## config.mk

```make
export PLATFORM = sky130hd
export DESIGN_NAME = iomem_pwm
export DESIGN_NICKNAME = d
export VERILOG_FILES = /design/src/rtl/iomem_pwm.sv
export SDC_FILE = /design/constraint.sdc
export NUM_CORES = 1
export LEC_CHECK = 0
export CAP_MARGIN = 20
export CORE_MARGIN = 3
export CORE_UTILIZATION = 35
export CTS_CLUSTER_DIAMETER = 40
export DETAILED_ROUTE_END_ITERATION = 6
export GPL_TIMING_DRIVEN = 0
export PLACE_DENSITY_LB_ADDON = 0.3
export SETUP_SLACK_MARGIN = 0.5
export SKIP_LAST_GASP = 1
export SYNTH_ARGS = -nofsm -noshare
export SYNTH_HDL_FRONTEND = slang
export SYNTH_SLANG_ARGS = --single-unit
```

## constraint.sdc

```tcl
create_clock -name clk -period 2.9 [get_ports clk]
set_input_delay 0.58 -clock clk [delete_from_list [all_inputs] [get_ports clk]]
set_output_delay 0.58 -clock clk [all_outputs]
set_load 0.01 [all_outputs]
```

## src/rtl/iomem_pwm.sv

```systemverilog
// ---------------------------------------------------------------------------
// iomem_pwm
//   Memory-mapped PWM LED driver on the PicoSoC iomem bus.
//   The block decodes the iomem window selected by iomem_addr[31:24] == BASE_ADDR.
//   Every selected transfer completes one cycle later with a one-cycle
//   iomem_ready pulse. iomem_rdata always returns the value the register held
//   before the write.
//   The block drives NCH glitch-free PWM outputs. Their duty values are
//   shadowed and only take effect when the PWM counter wraps.
//
// Register map (offset = addr[7:0], addr[1:0] and addr[23:8] ignored)
//   0x00        CTRL      bit0 enable, bit1 invert
//   0x04        PRESCALE  16 bits; a counter tick every PRESCALE+1 cycles
//   0x08        COUNT     read-only, current PWM counter
//   0x10+4*i    DUTY[i]   WIDTH bits, i < NCH
//   others      read 0, writes ignored, still acknowledged
//
// Ports
//   clk          system clock
//   resetn       asynchronous active-low reset
//   iomem_valid  bus request valid
//   iomem_ready  one-cycle transfer-complete pulse
//   iomem_wstrb  byte write strobes (0 = read)
//   iomem_addr   byte address
//   iomem_wdata  write data
//   iomem_rdata  read data, valid while iomem_ready = 1
//   pwm_out      registered PWM outputs
//   period_tick  one-cycle pulse after each PWM period wrap
// ---------------------------------------------------------------------------
module iomem_pwm #(
    parameter int          NCH       = 8,
    parameter int          WIDTH     = 8,
    parameter logic [7:0]  BASE_ADDR = 8'h04
) (
    input  logic             clk,
    input  logic             resetn,
    input  logic             iomem_valid,
    output logic             iomem_ready,
    input  logic [3:0]       iomem_wstrb,
    input  logic [31:0]      iomem_addr,
    input  logic [31:0]      iomem_wdata,
    output logic [31:0]      iomem_rdata,
    output logic [NCH-1:0]   pwm_out,
    output logic             period_tick
);

    // Bus handshake state
    logic             ready_q, ready_d;
    logic [31:0]      rdata_q, rdata_d;

    // Programmable registers
    logic [1:0]       ctrl_q, ctrl_d;
    logic [15:0]      prescale_q, prescale_d;
    logic [WIDTH-1:0] duty_q   [NCH];
    logic [WIDTH-1:0] duty_d   [NCH];
    logic [WIDTH-1:0] shadow_q [NCH];
    logic [WIDTH-1:0] shadow_d [NCH];

    // Counters and outputs
    logic [15:0]      pre_cnt_q, pre_cnt_d;
    logic [WIDTH-1:0] pwm_cnt_q, pwm_cnt_d;
    logic [NCH-1:0]   pwm_out_q, pwm_out_d;
    logic             period_tick_q, period_tick_d;

    // Decode and datapath helpers
    logic             sel;
    logic             is_write;
    logic [5:0]       word_idx;
    logic [31:0]      read_val;
    logic [31:0]      lane_mask;
    logic [31:0]      wr_word;
    logic             enable;
    logic             invert;
    logic             tick;
    logic             wrap;

    assign enable   = ctrl_q[0];
    assign invert   = ctrl_q[1];
    assign word_idx = iomem_addr[7:2];
    assign is_write = |iomem_wstrb;

    // Gating on !ready_q keeps a held valid from re-triggering in the cycle
    // the acknowledge is visible. This spaces transfers at least two cycles apart.
    assign sel = iomem_valid && !ready_q && (iomem_addr[31:24] == BASE_ADDR);

    // Pre-write value of the addressed register; also the base for byte merging
    always_comb begin
        read_val = '0;
        case (word_idx)
            6'd0:    read_val = {30'd0, ctrl_q};
            6'd1:    read_val = {16'd0, prescale_q};
            6'd2:    read_val = 32'(pwm_cnt_q);
            default: read_val = '0;
        endcase
        for (int i = 0; i < NCH; i++) begin
            if (word_idx == 6'(i + 4)) begin
                read_val = 32'(duty_q[i]);
            end
        end
    end

    // Byte-lane merge. The result is later truncated to the register width,
    // so strobes on lanes above the register width have no effect.
    assign lane_mask = {{8{iomem_wstrb[3]}}, {8{iomem_wstrb[2]}},
                        {8{iomem_wstrb[1]}}, {8{iomem_wstrb[0]}}};
    assign wr_word   = (read_val & ~lane_mask) | (iomem_wdata & lane_mask);

    // Register writes and bus response
    always_comb begin
        ctrl_d     = ctrl_q;
        prescale_d = prescale_q;
        for (int i = 0; i < NCH; i++) begin
            duty_d[i] = duty_q[i];
        end
        if (sel && is_write) begin
            case (word_idx)
                6'd0:    ctrl_d     = wr_word[1:0];
                6'd1:    prescale_d = wr_word[15:0];
                default: ;
            endcase
            for (int i = 0; i < NCH; i++) begin
                if (word_idx == 6'(i + 4)) begin
                    duty_d[i] = wr_word[WIDTH-1:0];
                end
            end
        end
        ready_d = sel;
        rdata_d = sel ? read_val : '0;
    end

    // Prescaler and PWM counter. The >= compare guarantees that lowering
    // PRESCALE below the current pre_cnt ticks immediately, so the count never stalls.
    always_comb begin
        tick          = 1'b0;
        wrap          = 1'b0;
        pre_cnt_d     = '0;
        pwm_cnt_d     = '0;
        if (enable) begin
            tick      = (pre_cnt_q >= prescale_q);
            pre_cnt_d = tick ? 16'd0 : pre_cnt_q + 16'd1;
            pwm_cnt_d = tick ? pwm_cnt_q + 1'b1 : pwm_cnt_q;
            wrap      = tick && (pwm_cnt_q == '1);
        end
        period_tick_d = wrap;
        // Shadows track DUTY continuously while disabled, so enabling starts
        // with current duties. While enabled, the shadows only reload on a wrap.
        // They take the pre-write DUTY, so a write on a wrap edge lands one period later.
        for (int i = 0; i < NCH; i++) begin
            shadow_d[i] = (!enable || wrap) ? duty_q[i] : shadow_q[i];
        end
    end

    // Per-channel comparator. A disabled block drives the invert level on every channel.
    for (genvar gi = 0; gi < NCH; gi++) begin : g_chan
        assign pwm_out_d[gi] = (enable && (pwm_cnt_q < shadow_q[gi])) ^ invert;
    end

    always_ff @(posedge clk or negedge resetn) begin
        if (!resetn) begin
            ready_q       <= 1'b0;
            rdata_q       <= '0;
            ctrl_q        <= '0;
            prescale_q    <= '0;
            pre_cnt_q     <= '0;
            pwm_cnt_q     <= '0;
            pwm_out_q     <= '0;
            period_tick_q <= 1'b0;
            for (int i = 0; i < NCH; i++) begin
                duty_q[i]   <= '0;
                shadow_q[i] <= '0;
            end
        end else begin
            ready_q       <= ready_d;
            rdata_q       <= rdata_d;
            ctrl_q        <= ctrl_d;
            prescale_q    <= prescale_d;
            pre_cnt_q     <= pre_cnt_d;
            pwm_cnt_q     <= pwm_cnt_d;
            pwm_out_q     <= pwm_out_d;
            period_tick_q <= period_tick_d;
            for (int i = 0; i < NCH; i++) begin
                duty_q[i]   <= duty_d[i];
                shadow_q[i] <= shadow_d[i];
            end
        end
    end

    assign iomem_ready = ready_q;
    assign iomem_rdata = rdata_q;
    assign pwm_out     = pwm_out_q;
    assign period_tick = period_tick_q;

endmodule

```

==> report_table.html <==
<table>
<tr><th>Metric</th><th>Value</th></tr>
<tr><th colspan="2">Run status</th></tr>
<tr><td>Status</td><td>complete, no violations</td></tr>
<tr><th colspan="2">Synth</th></tr>
<tr><td>Flip-flop and latch count after synthesis</td><td>196</td></tr>
<tr><td>Unique masters post-synth</td><td>68</td></tr>
<tr><td>Xor and xnor area share after synthesis</td><td>0.0190</td></tr>
<tr><td>Portion of the post-synthesis area used by sequential elements</td><td>0.463</td></tr>
<tr><td>Yosys warning count</td><td>0</td></tr>
<tr><td>Number of flops mapped to enable cells by yosys</td><td>0</td></tr>
<tr><td>Post-synthesis instance area</td><td>10600 µm²</td></tr>
<tr><td>Post-synthesis cell type with the largest combined area</td><td>dfrtp_1</td></tr>
<tr><td>Count of mapped cells out of synthesis</td><td>983</td></tr>
<tr><td>Share of synthesized area spent on multiplexers</td><td>0.136</td></tr>
<tr><td>Area fraction in compound gates after synthesis</td><td>0.122</td></tr>
<tr><td>Dominant combinational cell family by area after synthesis</td><td>multiplexers</td></tr>
<tr><td>Share of the synthesized area in the top cell type</td><td>0.463</td></tr>
<tr><td>Share of flip-flops with an asynchronous set or reset after synthesis</td><td>1.00</td></tr>
<tr><td>Synthesized-area fraction occupied by and/or/nand/nor cells</td><td>0.112</td></tr>
<tr><td>Synth area leaders</td><td>dfrtp_1 46%, ha_1 8.7%, mux2_4 8.5%</td></tr>
<tr><td>Post-synthesis adder-cell area fraction</td><td>0.0874</td></tr>
<tr><td>Leading register cell type out of synthesis</td><td>dfrtp_1</td></tr>
<tr><td>Synthesized area per cell</td><td>10.8 µm²</td></tr>
<tr><th colspan="2">STA</th></tr>
<tr><td>Post-route minimum period</td><td>2.60 ns</td></tr>
<tr><td>Final hold viol count</td><td>0</td></tr>
<tr><td>Max_slew headroom</td><td>0.311</td></tr>
<tr><td>Highest Clock Rate</td><td>385 MHz</td></tr>
<tr><td>Setup-violating endpoint count in the final report</td><td>0</td></tr>
<tr><td>Least-Margin Pin Slew</td><td>1.03 ns</td></tr>
<tr><td>Clock Skews</td><td>0.0158 ns</td></tr>
<tr><td>Count of pins over their slew limit</td><td>0</td></tr>
<tr><td>Unrepaired setup endpoints after global routing</td><td>yes</td></tr>
<tr><td>Final critical-path share of the clock period</td><td>0.897</td></tr>
<tr><td>Worst Slack Setup Final</td><td>0.300 ns</td></tr>
<tr><th colspan="2">Power</th></tr>
<tr><td>Switching share of power</td><td>0.255</td></tr>
<tr><td>Switching power total</td><td>1.37 mW</td></tr>
<tr><td>Leakage Power</td><td>5.96 nW</td></tr>
<tr><td>Pwr per Cell Area</td><td>418 nW/µm²</td></tr>
<tr><td>VDD IR max</td><td>0.000326 V</td></tr>
<tr><td>Power share of the combinational group</td><td>0.059</td></tr>
<tr><td>Clock network fraction of design power</td><td>0.432</td></tr>
<tr><td>Seq pwr share</td><td>0.509</td></tr>
<tr><td>Internal</td><td>4.00 mW</td></tr>
<tr><th colspan="2">Cells and area</th></tr>
<tr><td>Final Non-Filler Cells</td><td>1505</td></tr>
<tr><td>Layout cell share with drive strength beyond 1</td><td>0.222</td></tr>
<tr><td>Area delta synth-&gt;final</td><td>21.5%</td></tr>
<tr><td>Net count, final</td><td>1247</td></tr>
<tr><td>Most common cell after layout, fill and taps aside</td><td>dfrtp_1</td></tr>
<tr><td>Diode insertion count for antenna repair</td><td>0</td></tr>
<tr><td>Layout Cell Area excl Fill</td><td>12900 µm²</td></tr>
<tr><td>Top library cells by usage in the layout, fill and taps aside</td><td>191 x dfrtp_1, 76 x inv_1, 72 x nand2_1, 72 x ha_1, 63 x nor2_1</td></tr>
<tr><th colspan="2">Clock network</th></tr>
<tr><td>CTS sink cnt</td><td>196</td></tr>
<tr><td>H-tree Lvls</td><td>4</td></tr>
<tr><td>Worst-path clk slew</td><td>0.08 ns</td></tr>
<tr><td>CTS tree</td><td>yes</td></tr>
<tr><td>Number of buffers on the longest clock path</td><td>2</td></tr>
<tr><td>Total CTS buffers</td><td>17</td></tr>
<tr><td>Root buffer selected by CTS</td><td>clkbuf_16</td></tr>
<tr><td>Clk_lat worst skew</td><td>0.45 ns</td></tr>
<tr><th colspan="2">Detailed routing</th></tr>
<tr><td>Total wire length after detailed routing</td><td>28900 µm</td></tr>
<tr><td>Detailed-route via count</td><td>7770</td></tr>
<tr><td>Ratio of routed vias to standard cells</td><td>5.16</td></tr>
<tr><td>Remaining routing DRC violations</td><td>0</td></tr>
<tr><td>Antenna Violating Nets Remaining</td><td>0</td></tr>
<tr><td>Per-cell routed wire length</td><td>19.2 µm</td></tr>
<tr><td>Count of routing violations after the opening detailed-route iteration</td><td>553</td></tr>
<tr><td>Number of detailed-routing iterations run before antenna repair</td><td>5</td></tr>
<tr><th colspan="2">Placed design</th></tr>
<tr><td>Number of port buffers</td><td>60</td></tr>
<tr><td>Placed Area</td><td>11800 µm²</td></tr>
<tr><td>Minimum setup slack after placement</td><td>-0.660 ns</td></tr>
<tr><td>Final weighted congestion in routability-driven placement</td><td>0.916</td></tr>
<tr><td>Placed wire-length estimate after detailed placement</td><td>20400 µm</td></tr>
<tr><td>Post-Place Cells</td><td>1450</td></tr>
<tr><th colspan="2">Die</th></tr>
<tr><td>Vertical extent of the die</td><td>180 µm</td></tr>
<tr><td>Area of the die</td><td>32400 µm²</td></tr>
<tr><td>Top-level I/O count</td><td>113</td></tr>
<tr><td>Initial core utilization</td><td>0.356</td></tr>
<tr><td>Standard-cell rows</td><td>63</td></tr>
<tr><td>Die span in x</td><td>180 µm</td></tr>
<tr><td>Area of the core</td><td>29700 µm²</td></tr>
<tr><th colspan="2">Global routing</th></tr>
<tr><td>Grt total ovfl</td><td>0</td></tr>
<tr><td>Global-route wire length before repair</td><td>45800 µm</td></tr>
<tr><td>Via count of the first global-routing pass</td><td>7804</td></tr>
<tr><td>Most Crowded Layer GR</td><td>met2</td></tr>
<tr><td>GR met3 Demand/Resource</td><td>0.0360</td></tr>
<tr><td>Pin count of the biggest net entering global routing</td><td>103</td></tr>
<tr><td>Met2 capacity usage during global routing</td><td>0.281</td></tr>
<tr><td>Number of antenna violations at the first check in global routing</td><td>0</td></tr>
<tr><td>Met1 Resource Use GR</td><td>0.251</td></tr>
<tr><td>Overall routing resource usage</td><td>0.180</td></tr>
<tr><th colspan="2">Worst setup path</th></tr>
<tr><td>Endpoint arrival time on the critical path</td><td>2.92 ns</td></tr>
<tr><td>Origin of the worst setup path</td><td>prescale_q[6]$_DFFE_PN0P_</td></tr>
<tr><td>Highest net fanout along the worst path</td><td>10</td></tr>
<tr><td>Nature of the critical path startpoint</td><td>flip-flop</td></tr>
<tr><td>Required time at the endpoint of the critical path</td><td>3.22 ns</td></tr>
<tr><td>Nature of the critical path endpoint</td><td>flip-flop</td></tr>
<tr><td>Start of the worst register-to-register path</td><td>prescale_q[6]$_DFFE_PN0P_</td></tr>
<tr><td>Type of the worst setup path</td><td>flip-flop to flip-flop</td></tr>
<tr><th colspan="2">Run</th></tr>
<tr><td>Max-cap viol count</td><td>0</td></tr>
<tr><th colspan="2">Hold path</th></tr>
<tr><td>Classification of the worst-slack hold path</td><td>input pin to async pin</td></tr>
</table>
[critical path, stage by stage (launching register included)]
cell and delay [ns]:
dfrtp_1 0.39, inv_1 0.06, ha_1 0.21, a2111o_1 0.40, a31oi_2 0.18, o21ai_2 0.11
a211oi_4 0.25, buf_12 0.16, o21ai_4 0.07, buf_12 0.17, buf_12 0.15, mux2_4 0.30
[registers in the layout, indices dropped and copies added, names as in the netlist]
register     flops
iomem_rdata     16
period_tick      1
pwm_out          8
pre_cnt_q       16
iomem_ready      1
prescale_q      16
duty_q          64
pwm_cnt_q        8
shadow_q        64
ctrl_q           2
[stage by stage]
step	TNS (ns)	util	total power, mW	hold WS (ns)
final	0	0.433	5.37	0.113
after global routing	0	0.433	5.55	0.160
after CTS	0	0.426	5.41	0.153
after detailed placement	-39.90	0.397	3.07	0.494
after global placement	-1434.12	0.395	3.07	0.488
after floorplan	0	-	2.91	0.284
[cells in the mapped netlist (all sizes together), types with 16 or more instances]
cell type / instances
mux2: 88
clkbuf: 16
dfrtp: 196
nor3: 17
nor2: 66
a21oi: 46
ha: 74
buf: 40
xor2: 16
a211oi: 19
o21ai: 66
a21o: 19
nand2: 77
nand3: 27
inv: 78
[cell families (layout without fill, tap and decap cells)]
logic type                 after synthesis  after routing
xor gates and xnor gates                23             23
AOI/OAI and AO/OA                      202            203
and+or+nand+nor                        247            247
other                                    1             16
DFF                                    196            196
muxes                                  106            106
adders and majority gates               74             74
buffers and inverters                  134            250
[power by group through the flow]
stage / clock, mW / combinational (mW) / sequential [mW]
6_report: 2.32 / 0.315 / 2.73
5_1_grt: 2.48 / 0.339 / 2.73
4_1_cts: 2.38 / 0.301 / 2.73
3_3_place_gp: 0 / 0.274 / 2.79
3_5_place_dp: 0 / 0.280 / 2.79
2_1_floorplan: 0 / 0.117 / 2.79
[worst paths after layout]
check / end / slack (ns) / depth (start not counted)
max in group asynchronous: pwm_cnt_q[3]$_DFFE_PN0P_ / 1.80 / 2
worst min-delay path: prescale_q[12]$_DFFE_PN0P_ / 0.11 / 1
worst max register to register: shadow_q[58]$_DFFE_PN0P_ / 0.30 / 11
worst min register to register: prescale_q[13]$_DFFE_PN0P_ / 0.51 / 1
worst max-delay path: shadow_q[58]$_DFFE_PN0P_ / 0.30 / 11
min in group clk: prescale_q[13]$_DFFE_PN0P_ / 0.51 / 1
[layout make-up]
| type | instances | area (µm²) |
|---|---|---|
| inverters | 78 | 293 |
| fillers | 2771 | 16900 |
| plain buffers | 56 | 420 |
| repair buffers | 84 | 868 |
| clock buffers | 19 | 433 |
| well taps | 390 | 488 |
| flip-flops and latches | 196 | 4910 |
| multi-input cells | 669 | 5320 |
| clock inverters | 13 | 129 |
[metal layers]
metal,part of all wire,wire (µm)
met2,0.46,13200
met5,0,0
met1,0.46,13300
met3,0.055,1580
met4,0.026,746
[what timing repair did]
| action | 4_1_cts | 5_1_grt |
|---|---|---|
| cloned | 2 | 0 |
| hold buffers | 0 | 0 |
| pin swaps | 6 | 3 |
| hold endpoints to repair | 0 | 0 |
| setup endpoints to repair | 173 | 153 |
| gates resized for setup | 48 | 51 |
| buffers inserted | 14 | 7 |
Power figures use the tool's default switching activity.
